**src/rtl/mem_arbiter.sv**
```systemverilog
// mem_arbiter: shares one single-ported RAM between the icache and the dcache.
// The dcache normally wins. A starvation counter makes sure the icache still
// makes progress. Accesses are one word each. Every completion is followed by
// one IDLE turnaround cycle, so a cache has time to drop a request it has
// already retired before the arbiter could grant it again.
module mem_arbiter #(
    parameter int unsigned IMAX_WAIT = 4  // legal range 1..15
) (
    input  logic        CLK,
    input  logic        nRST,
    // icache side
    input  logic        iREN,
    input  logic [31:0] iaddr,
    output logic [31:0] iload,
    output logic        iwait,
    // dcache side
    input  logic        dREN,
    input  logic        dWEN,
    input  logic [31:0] daddr,
    input  logic [31:0] dstore,
    output logic [31:0] dload,
    output logic        dwait,
    // RAM side
    output logic        ramREN,
    output logic        ramWEN,
    output logic [31:0] ramaddr,
    output logic [31:0] ramstore,
    input  logic [31:0] ramload,
    input  logic [1:0]  ramstate,
    output logic        mem_err
);

    typedef enum logic [1:0] {
        IDLE = 2'd0,
        DGNT = 2'd1,
        IGNT = 2'd2
    } state_t;

    typedef enum logic [1:0] {
        RAM_FREE   = 2'd0,
        RAM_BUSY   = 2'd1,
        RAM_ACCESS = 2'd2,
        RAM_ERROR  = 2'd3
    } ram_state_t;

    localparam logic [3:0] IMAX = 4'(IMAX_WAIT);

    state_t     state_q, state_d;
    logic [3:0] scnt_q, scnt_d;
    logic       dreq;
    ram_state_t rs;

    assign dreq = dREN | dWEN;
    assign rs   = ram_state_t'(ramstate);

    // State and starvation-counter registers.
    // NOTE: sequential state uses non-blocking assignments so every register
    // samples the values from before the clock edge, whatever order the
    // assignments are written in.
    always_ff @(posedge CLK or negedge nRST) begin
        if (!nRST) begin
            state_q <= IDLE;
            scnt_q  <= '0;
        end else begin
            state_q <= state_d;
            scnt_q  <= scnt_d;
        end
    end

    // Next-state, counter update and all outputs. The outputs depend only on
    // the current state and the inputs, so an asynchronous reset moves them
    // straight back to their IDLE values.
    // NOTE: every output and next-state signal gets a default before the case
    // statement. A path that does not assign a signal would otherwise infer a latch.
    always_comb begin
        state_d  = state_q;
        scnt_d   = scnt_q;
        ramREN   = 1'b0;
        ramWEN   = 1'b0;
        ramaddr  = '0;
        ramstore = '0;
        iload    = '0;
        dload    = '0;
        iwait    = 1'b1;
        dwait    = 1'b1;
        mem_err  = 1'b0;

        unique case (state_q)
            IDLE: begin
                if (!iREN) scnt_d = '0;
                if (dreq && (scnt_q != IMAX)) state_d = DGNT;
                else if (iREN)                state_d = IGNT;
                else if (dreq)                state_d = DGNT;
                else                          state_d = IDLE;
            end

            DGNT: begin
                ramaddr  = daddr;
                ramstore = dstore;
                dload    = ramload;
                if (!dreq) begin
                    // Request withdrawn: enables stay low, nothing completes.
                    state_d = IDLE;
                end else begin
                    ramWEN = dWEN;              // a write wins over a read
                    ramREN = dREN & ~dWEN;
                    unique case (rs)
                        RAM_ACCESS: begin
                            dwait   = 1'b0;
                            state_d = IDLE;
                            if (iREN && (scnt_q != IMAX)) scnt_d = scnt_q + 4'd1;
                        end
                        RAM_ERROR: mem_err = 1'b1;  // hold the grant and retry
                        default: ;                  // FREE/BUSY: keep waiting
                    endcase
                end
            end

            IGNT: begin
                ramaddr = iaddr;
                if (!iREN) begin
                    state_d = IDLE;
                end else begin
                    ramREN = 1'b1;
                    iload  = ramload;
                    unique case (rs)
                        RAM_ACCESS: begin
                            iwait   = 1'b0;
                            scnt_d  = '0;
                            state_d = IDLE;
                        end
                        RAM_ERROR: mem_err = 1'b1;
                        default: ;
                    endcase
                end
            end

            default: state_d = IDLE;
        endcase
    end

endmodule

```
**config.mk**
```make
export PLATFORM = sky130hd
export DESIGN_NAME = mem_arbiter
export DESIGN_NICKNAME = d
export VERILOG_FILES = /design/src/rtl/mem_arbiter.sv
export SDC_FILE = /design/constraint.sdc
export NUM_CORES = 1
export LEC_CHECK = 0
export ABC_AREA = 0
export ABC_CLOCK_PERIOD_IN_PS = 4850
export BUFFER_PORTS_ARGS = -buffer_cell sky130_fd_sc_hd__buf_2
export CAP_MARGIN = 20
export CELL_PAD_IN_SITES_DETAIL_PLACEMENT = 1
export CELL_PAD_IN_SITES_GLOBAL_PLACEMENT = 2
export CORE_ASPECT_RATIO = 0.9
export CORE_MARGIN = 3
export CORE_UTILIZATION = 12
export DETAILED_ROUTE_END_ITERATION = 7
export GPL_ROUTABILITY_DRIVEN = 0
export HOLD_SLACK_MARGIN = 0.06
export PLACE_DENSITY_LB_ADDON = 0.1
export SLEW_MARGIN = 20
export SYNTH_ARGS = -nofsm -noshare
export SYNTH_HDL_FRONTEND = slang
export SYNTH_SLANG_ARGS = --single-unit
```
**constraint.sdc**
```tcl
create_clock -name CLK -period 4.85 [get_ports CLK]
set_input_delay 1.455 -clock CLK [delete_from_list [all_inputs] [get_ports CLK]]
set_output_delay 1.455 -clock CLK [all_outputs]
set_load 0.01 [all_outputs]
```
==> out/results.ini, run 1 <==
[power_and_ir_drop]
powerDensity_nw_per_um2 = 408
power.total_mw = 1.31
ir_drop_mv = 0.183
power_leakage_nw = 1.98

[routing]
drt_iter0_drc = 97
vias = 2757
drc = 0
vias_per_cell = 4.15
wire_per_inst_um = 17.0
drt_first_pass_iters = 4
ant_nets = 0
drt_wl_total_um = 11300

[clocking]
clk_pin_slew_ns = 0.03
cts_hold_buf = 0
cts-htree-levels = 1
cts_tree = built
numCtsBuffers = 3
clock_latency_ns = 0.22
postCtsSetupBuffers = 0
cts_repair_resize_count = 0
cts_buffer_depth = 2
cts-root-buf = clkbuf_16
cts.sink_count = 6

[layout]
final_nets = 639
fill_cells = 1734
antenna_cells = 0
drive_gt1_share_pct = 56.0
area_delta_synth_final_pct = 93.2

[critical_path]
crit_path_top_delay_cell = buf_2
cp-end-kind = output pin
cp.required_ns = 3.39
cp_top_family = simple AND/OR/NAND/NOR gates
max_stage_delay_ns = 0.24
ff2ff_setup_slack_ns = 2.42
crit_fanout = 16
crit_path_start_kind = input pin
critPathKind = input pin to output pin
cp_common_cell = buf_2
critPathArrivalTime_ns = 2.32
crit_buf_inv = 2
cp_cell_sequence = buf_2, nand2b_2, nand4_1, nor2_1, buf_2

[placement]
dp_slack_ns = 1.04
portBuffers = 267
place_hpwl_um = 9650

[synth]
synthMuxAreaShare_pct = 0.600
synthXorXnorAreaFrac_pct = 0
synth_cell_types = 29
synth-simple-area-share_pct = 57.8
synth_fa_ha_area_share_pct = 4.50
synthesis.nets = 391
yosys-top-cells-area = and2_1, a22oi_1, nor2b_1, and3_1, dfrtp_1
synth_warnings = 0
syn_inst = 250
synthFlopType = dfrtp_1
synth_top_family_by_area = simple AND/OR/NAND/NOR gates
synthTopCellsByCount = and2_1, nor2b_1, and3_1
avgSynthCellArea_um2 = 6.67
netlist_area_um2 = 1670
yosysTopAreaCellShare_pct = 24.8
ys_seq_elements = 6
async_flop_share_pct = 100
synth.largest_area_cell = and2_1
synth_compound_area_share_pct = 19.9
synth_edf_count = 0
yosysSeqAreaShare_pct = 9.00
synthMostInstantiatedCell = and2_1

[timing]
fmax_ghz = 0.265
relSlewSlack_pct = 42.4
rsz0062_at_grt = false
fin_crit_sh_pct = 77.9
final.setup.tns_ns = 0
drv_slew = 0
post-route-worst-setup-slack_ns = 1.07
fin_skew_ns = 0.000484
period_needed_ns = 3.78
setup_viol = 0
finalHoldViolations = 0
worst_pin_slew_ns = 0.863

[min_path]
hold_class = register to register

[global_route]
grt-ovfl-total = 0
grt_pass1_vias = 2787
antenna_found_initial = 1
track_usage_pct = 13.3
grt_pass1_wl_um = 16200
grt_start_max_net_pins = 69

[floorplan]
die_h_um = 118
num_rows = 40
core_um2 = 13500
dieWidth_um = 130
die_area_um2 = 15400
start_util_pct = 12.4
ios = 268

[flow_run]
maxCapViolations = 0

[outcome]
run_status = complete, no violations

-- final timing paths --
check,cells past startpoint,startpoint,end
hold / removal,2,scnt_q[3],scnt_q[3]
max in group asynchronous,1,nRST,state_q[1]
setup / recovery,5,iREN,mem_err
min in group asynchronous,1,nRST,scnt_q[2]
setup reg to reg,7,state_q[1],scnt_q[2]
hold reg to reg,2,scnt_q[3],scnt_q[3]
-- per-layer routing --
layer,part of all wire [%],global-route usage [%]
met3,6.5,2.09
met2,57,28.1
met4,1.6,1.88
met5,0.089,0
met1,35,13.4
-- logic make-up after synthesis --
family | after synthesis
adder cells (fa/ha/maj) | 6
multiplexers | 1
AND/OR/NAND/NOR | 156
AO/OA/AOI/OAI | 47
buffers and inverters | 34
flip-flops | 6
-- cell type report --
cell class / instances / area, um^2 / share of cell area [%]
Inverter: 6 / 22.5 / 0.699
Sequential cell: 6 / 150 / 4.66
Clock buffer: 3 / 75.1 / 2.33
Tap cell: 168 / 210 / 6.52
Multi-Input combinational cell: 210 / 1390 / 43.0
Timing Repair Buffer: 271 / 1380 / 42.8
-- sequential cells by signal (all words and copies together) (netlist names) --
register / flops
scnt_q: 4
state_q: 2
-- worst reg2reg max path, stage by stage (launching register included) --
cell and delay (ns):
dfrtp_1 0.41, inv_1 0.09, ha_2 0.72, buf_12 0.32, nor2b_1 0.18, nand4_1 0.16
or3_1 0.38, o21ai_1 0.09
-- cells in the final DEF (no fill, tap or decap), drive strengths merged, types with 2 or more instances in the layout --
| cell type | Yosys | layout |
|---|---|---|
| and3 | 33 | 33 |
| clkbuf | 22 | 3 |
| nand4 | 6 | 6 |
| nand2 | 3 | 3 |
| dfrtp | 6 | 6 |
| or3 | 2 | 2 |
| nor2b | 34 | 34 |
| inv | 6 | 6 |
| o21ai | 4 | 4 |
| nand3 | 3 | 3 |
| nor2 | 5 | 5 |
| buf | 6 | 271 |
| and2 | 66 | 66 |
| ha | 6 | 6 |
| a21oi | 6 | 6 |
| a22oi | 32 | 32 |
-- per-stage QoR --
stage          util [%]  area [um^2]  cells  hold slack [ns]
2_1_floorplan         -         1670    250            0.510
3_5_place_dp       23.4         3150    661            0.547
5_1_grt            23.9         3220    664            0.606
3_3_place_gp       23.4         3150    661            0.546
6_report           23.9         3220    664            0.552
4_1_cts            23.9         3220    664            0.553
-- where the power goes --
part	switching (mW)	internal, mW	leakage, nW	total (mW)
registers	0.0134	0.0635	0.0802	0.0769
logic	0.623	0.484	1.86	1.11
clock network	0.0252	0.106	0.0370	0.131
(Power assumes the default switching activity.)
==> run 2, diff against run 1 <==
--- a/config.mk
+++ b/config.mk
@@ -6,14 +6,14 @@
 export NUM_CORES = 1
 export LEC_CHECK = 0
 export ABC_AREA = 0
-export ABC_CLOCK_PERIOD_IN_PS = 4850
+export ABC_CLOCK_PERIOD_IN_PS = 3800
 export BUFFER_PORTS_ARGS = -buffer_cell sky130_fd_sc_hd__buf_2
 export CAP_MARGIN = 20
 export CELL_PAD_IN_SITES_DETAIL_PLACEMENT = 1
 export CELL_PAD_IN_SITES_GLOBAL_PLACEMENT = 2
 export CORE_ASPECT_RATIO = 0.9
 export CORE_MARGIN = 3
-export CORE_UTILIZATION = 12
+export CORE_UTILIZATION = 11
 export DETAILED_ROUTE_END_ITERATION = 7
 export GPL_ROUTABILITY_DRIVEN = 0
 export HOLD_SLACK_MARGIN = 0.06
==> constraint.sdc (replaced) <==
create_clock -name CLK -period 3.8 [get_ports CLK]
set_input_delay 1.14 -clock CLK [delete_from_list [all_inputs] [get_ports CLK]]
set_output_delay 1.14 -clock CLK [all_outputs]
set_load 0.01 [all_outputs]
==> run 2 against run 1 <==
Compared with the run above: register-to-register slack lost 0.69 ns; sequential power up 26%; combinational power rose by 32%; power increased by 32%; highest routed layer is now met4; via count up 1.4%; first-iteration DRC count shrank 15%; largest power group unchanged; clock skew up 0.0014 ns; final cell count is 5.4% higher; clock power up 31%; largest cell class is now non-clock buffers.
==> out/results.ini, run 2 (synthesized netlist as in run 1, its figures left out) <==
[critical_path]
crit_fanout = 12
critPathArrivalTime_ns = 1.99
cp-end-kind = output pin
critPathKind = input pin to output pin
crit_path_start_kind = input pin
cp.required_ns = 2.66

[min_path]
hold_class = register to register

[timing]
period_needed_ns = 3.13
finalHoldViolations = 0
worst_pin_slew_ns = 0.635
fmax_ghz = 0.319
fin_skew_ns = 0.00188
final.setup.tns_ns = 0
fin_crit_sh_pct = 82.4
setup_viol = 0
relSlewSlack_pct = 57.7
drv_slew = 0
rsz0062_at_grt = false

[outcome]
run_status = complete, no violations

[routing]
wire_per_inst_um = 16.7
drt_wl_total_um = 11700
drt_first_pass_iters = 4
vias_per_cell = 3.99
vias = 2796
ant_nets = 0
drc = 0
drt_iter0_drc = 82

[power_and_ir_drop]
power_leakage_nw = 2.01
ir_drop_mv = 0.298
powerDensity_nw_per_um2 = 522

[clocking]
postCtsSetupBuffers = 0
clock_latency_ns = 0.23
numCtsBuffers = 3
cts_buffer_depth = 2
cts_tree = built
cts_repair_resize_count = 0
clk_pin_slew_ns = 0.03
cts_hold_buf = 0
cts-htree-levels = 1
cts-root-buf = clkbuf_16
cts.sink_count = 6

[floorplan]
die_area_um2 = 16700
ios = 268
dieWidth_um = 136
die_h_um = 123
core_um2 = 14800
start_util_pct = 11.3
num_rows = 42

[layout]
fin_util_pct = 22.4
final_common_cell = buf_2
final_nets = 644
largest_reg_flops = 4
fin_area_um2 = 3310
area_delta_synth_final_pct = 98.6
drive_gt1_share_pct = 56.5
reg_top3 = scnt_q: 4 flops, state_q: 2 flops
layout_common_cells = buf_2, and2_1, nor2b_1
largest-register = scnt_q

[global_route]
grt_start_max_net_pins = 36
track_usage_pct = 12.4
grt_pass1_vias = 2711
grt-ovfl-total = 0
grt_pass1_wl_um = 16100
antenna_found_initial = 0

[placement]
place_hpwl_um = 9910
portBuffers = 267
place_area_um2 = 3230

[flow_run]
maxCapViolations = 0

-- run 2: layout make-up --
type                            instances  area (um^2)
Antenna cell                            1         2.50
Clock buffer                            3         75.1
Fill cell                            1893        11500
Inverter                                6         22.5
Multi-Input combinational cell        210         1390
Sequential cell                         6          150
Tap cell                              198          248
Timing Repair Buffer                  276         1430
-- run 2: path summary, 6_finish.rpt --
path | from | to | slack (ns) | depth (start not counted)
setup / recovery | iREN | mem_err | 0.67 | 5
hold / removal | scnt_q[3] | scnt_q[3] | 0.56 | 2
setup reg to reg | state_q[0] | scnt_q[1] | 1.73 | 6
hold reg to reg | scnt_q[3] | scnt_q[3] | 0.56 | 2
max in group asynchronous | nRST | scnt_q[0] | 2.88 | 1
min in group asynchronous | nRST | scnt_q[3] | 0.75 | 1
-- run 2: power by group --
group	internal [mW]	total, mW	leakage [nW]	switching, mW
registers	0.0810	0.0972	0.0802	0.0162
clock network	0.135	0.171	0.0370	0.0359
logic	0.641	1.46	1.89	0.820
total	0.857	1.73	2.01	0.872
-- run 2: routing by layer --
layer / GRT usage [%] / vias to the layer above / share of wire [%]
met5: 0 / - / 0
met3: 2.58 / 4 / 7.1
li1: - / 1368 / -
met1: 13.2 / 1323 / 35
met2: 25.6 / 101 / 57
met4: 1.26 / 0 / 0.63
-- run 2: worst max-delay path, cell delays in order --
cell      delay, ns
buf_2          0.20
nand2b_2       0.19
nand4_1        0.12
nor2_1         0.15
buf_2          0.19
-- run 2: through the flow --
step / power, mW / setup slack [ns] / hold slack (ns) / cells
after floorplan: 0.943 / 0.940 / 0.510 / 250
after global placement: 1.61 / 0.666 / 0.544 / 696
after detailed placement: 1.60 / 0.635 / 0.555 / 696
after CTS: 1.78 / 0.609 / 0.563 / 699
after global routing: 1.90 / 0.473 / 0.599 / 699
final: 1.73 / 0.667 / 0.556 / 700
==> run 3, diff against run 2 <==
--- a/config.mk
+++ b/config.mk
@@ -5,15 +5,15 @@
 export SDC_FILE = /design/constraint.sdc
 export NUM_CORES = 1
 export LEC_CHECK = 0
-export ABC_AREA = 0
-export ABC_CLOCK_PERIOD_IN_PS = 3800
+export ABC_AREA = 1
+export ABC_CLOCK_PERIOD_IN_PS = 3000
 export BUFFER_PORTS_ARGS = -buffer_cell sky130_fd_sc_hd__buf_2
 export CAP_MARGIN = 20
 export CELL_PAD_IN_SITES_DETAIL_PLACEMENT = 1
 export CELL_PAD_IN_SITES_GLOBAL_PLACEMENT = 2
 export CORE_ASPECT_RATIO = 0.9
 export CORE_MARGIN = 3
-export CORE_UTILIZATION = 11
+export CORE_UTILIZATION = 10
 export DETAILED_ROUTE_END_ITERATION = 7
 export GPL_ROUTABILITY_DRIVEN = 0
 export HOLD_SLACK_MARGIN = 0.06
==> constraint.sdc (replaced) <==
create_clock -name CLK -period 3 [get_ports CLK]
set_input_delay 0.9 -clock CLK [delete_from_list [all_inputs] [get_ports CLK]]
set_output_delay 0.9 -clock CLK [all_outputs]
set_load 0.01 [all_outputs]
==> run 3 against run 2 <==
Compared with the run above: hold slack lost 0.059 ns; setup slack lost 0.35 ns; synthesized area grew 7.8%; utilization shrank 2.2 points; largest cell class unchanged; highest routed layer unchanged.
==> out/results.ini, run 3 <==
[outcome]
run_status = complete, no violations

[clocking]
cts_tree = built
postCtsSetupBuffers = 0
clock_latency_ns = 0.23
cts_buffer_depth = 2
cts-root-buf = clkbuf_16
numCtsBuffers = 3
cts_repair_resize_count = 0
cts.sink_count = 6
clk_pin_slew_ns = 0.03
cts-htree-levels = 1
cts_hold_buf = 0

[routing]
drc = 0
vias_per_cell = 3.60
drt_first_pass_iters = 4
vias = 3182
ant_nets = 0
drt_wl_total_um = 11100
wire_per_inst_um = 12.6
drt_iter0_drc = 43

[synth]
netlist_area_um2 = 1800
syn_inst = 392
synth.largest_area_cell = nand2_1
synthMostInstantiatedCell = nand2_1
ys_seq_elements = 6
async_flop_share_pct = 100
yosysTopAreaCellShare_pct = 30.3
avgSynthCellArea_um2 = 4.59
synthTopCellsByCount = nand2_1, inv_1, nor2_1
synthFlopType = dfrtp_1
synth_edf_count = 0
synthesis.nets = 533
yosys-top-cells-area = nand2_1, inv_1, a21oi_1, dfrtp_1, nor2_1
synth_cell_types = 20
yosysSeqAreaShare_pct = 8.35
synth_warnings = 0

[timing]
fin_skew_ns = 0.00168
fin_crit_sh_pct = 89.5
finalHoldViolations = 0
rsz0062_at_grt = false
relSlewSlack_pct = 76.4
fmax_ghz = 0.372
final.setup.tns_ns = 0
worst_pin_slew_ns = 0.352
period_needed_ns = 2.68
drv_slew = 0
setup_viol = 0

[global_route]
grt-ovfl-total = 0
grt_pass1_wl_um = 16500
grt_start_max_net_pins = 37
grt_pass1_vias = 3066
antenna_found_initial = 0
track_usage_pct = 10.1

[critical_path]
cp-end-kind = output pin
r2r-end = scnt_q[3]
crit_path_start_kind = input pin
worst-r2r-cell-count = 8
timing.rr.start = state_q[1]
ff2ff_setup_slack_ns = 1.23
cp.required_ns = 2.10
critPathKind = input pin to output pin
critPathArrivalTime_ns = 1.78
crit_fanout = 20

[floorplan]
start_util_pct = 10.4
num_rows = 45
ios = 268
die_h_um = 133
dieWidth_um = 147
die_area_um2 = 19600
core_um2 = 17200

[layout]
reg_top3 = scnt_q: 4 flops, state_q: 2 flops
largest-register = scnt_q
final_common_cell = buf_2
final_cells = 883
drive_gt1_share_pct = 44.8
final_nets = 791
area_delta_synth_final_pct = 94.0
antenna_cells = 0
fin_area_um2 = 3490
fill_cells = 2352
layout_common_cells = buf_2, nand2_1, inv_1
largest_reg_flops = 4

[power_and_ir_drop]
clock_power_share_pct = 10.0
ir_drop_mv = 0.229
switching_share_pct = 56.4
intPower_mw = 0.939
pwr-share-seq_pct = 6.3
power_leakage_nw = 2.61
powerDensity_nw_per_um2 = 617
comb_power_share_pct = 83.7
power_switching_mw = 1.21

[placement]
portBuffers = 267
place_area_um2 = 3410
place_hpwl_um = 9490
dp.cells = 880

[min_path]
hold_class = input pin to asynchronous set/reset pin

[flow_run]
maxCapViolations = 0

==> run 3: power by group through the flow <==
stage / Sequential, mW / Clock [mW] / Combinational (mW)
floorplan: 0.124 / 0 / 1.05
global placement: 0.134 / 0 / 1.87
detailed placement: 0.138 / 0 / 1.87
CTS: 0.137 / 0.219 / 1.88
global route: 0.141 / 0.224 / 2.04
finish: 0.135 / 0.215 / 1.80
==> run 3: layout make-up <==
type	instances	area, um^2	area share, %
Multi-Input combinational cell	254	1130	32.3
Sequential cell	6	150	4.30
Timing Repair Buffer	274	1430	40.9
Inverter	111	417	11.9
Clock buffer	3	75.1	2.15
Tap cell	235	294	8.43
==> run 3: worst max-delay path by stage <==
| stage | start | end | slack [ns] | depth (start not counted) |
|---|---|---|---|---|
| finish | iREN | iload[28] | 0.32 | 5 |
| detailed placement | iREN | iload[28] | 0.28 | 5 |
| floorplan | iREN | iload[10] | 0.79 | 3 |
| global placement | iREN | iload[21] | 0.33 | 5 |
| global route | state_q[0] | ramaddr[23] | 0.14 | 6 |
| CTS | state_q[0] | iload[28] | 0.26 | 6 |
==> run 3: layer usage <==
layer | vias up | GRT usage (%) | share of wire (%)
met2 | 142 | 19.7 | 52
met1 | 1415 | 11.4 | 39
li1 | 1623 | - | -
met3 | 2 | 2.79 | 8.6
met4 | 0 | 0.466 | 0.12
met5 | - | 0 | 0
==> run 3: per-stage QoR <==
stage	util, %	worst slack [ns]	hold slack (ns)	total power, mW
floorplan	-	0.793	0.464	1.18
global placement	19.8	0.330	0.500	2.01
detailed placement	19.8	0.281	0.509	2.01
CTS	20.2	0.262	0.503	2.23
global route	20.2	0.138	0.508	2.41
finish	20.2	0.315	0.496	2.15
==> run 3: kinds of logic (layout without fill, tap and decap cells) <==
kind of cell    Yosys count  in the layout  share of synthesized area, %
simple gates            207            207                          45.9
buf+inv                 132            388                          29.7
compound gates           40             40                          11.3
fa+ha+maj                 6              6                          4.18
flops                     6              6                          8.35
xor+xnor                  1              1                         0.487
==> run 3: worst max-delay path, cell delays in order <==
cell	delay [ns]
buf_2	0.14
nand2_2	0.23
buf_12	0.24
nor2_1	0.12
buf_2	0.15
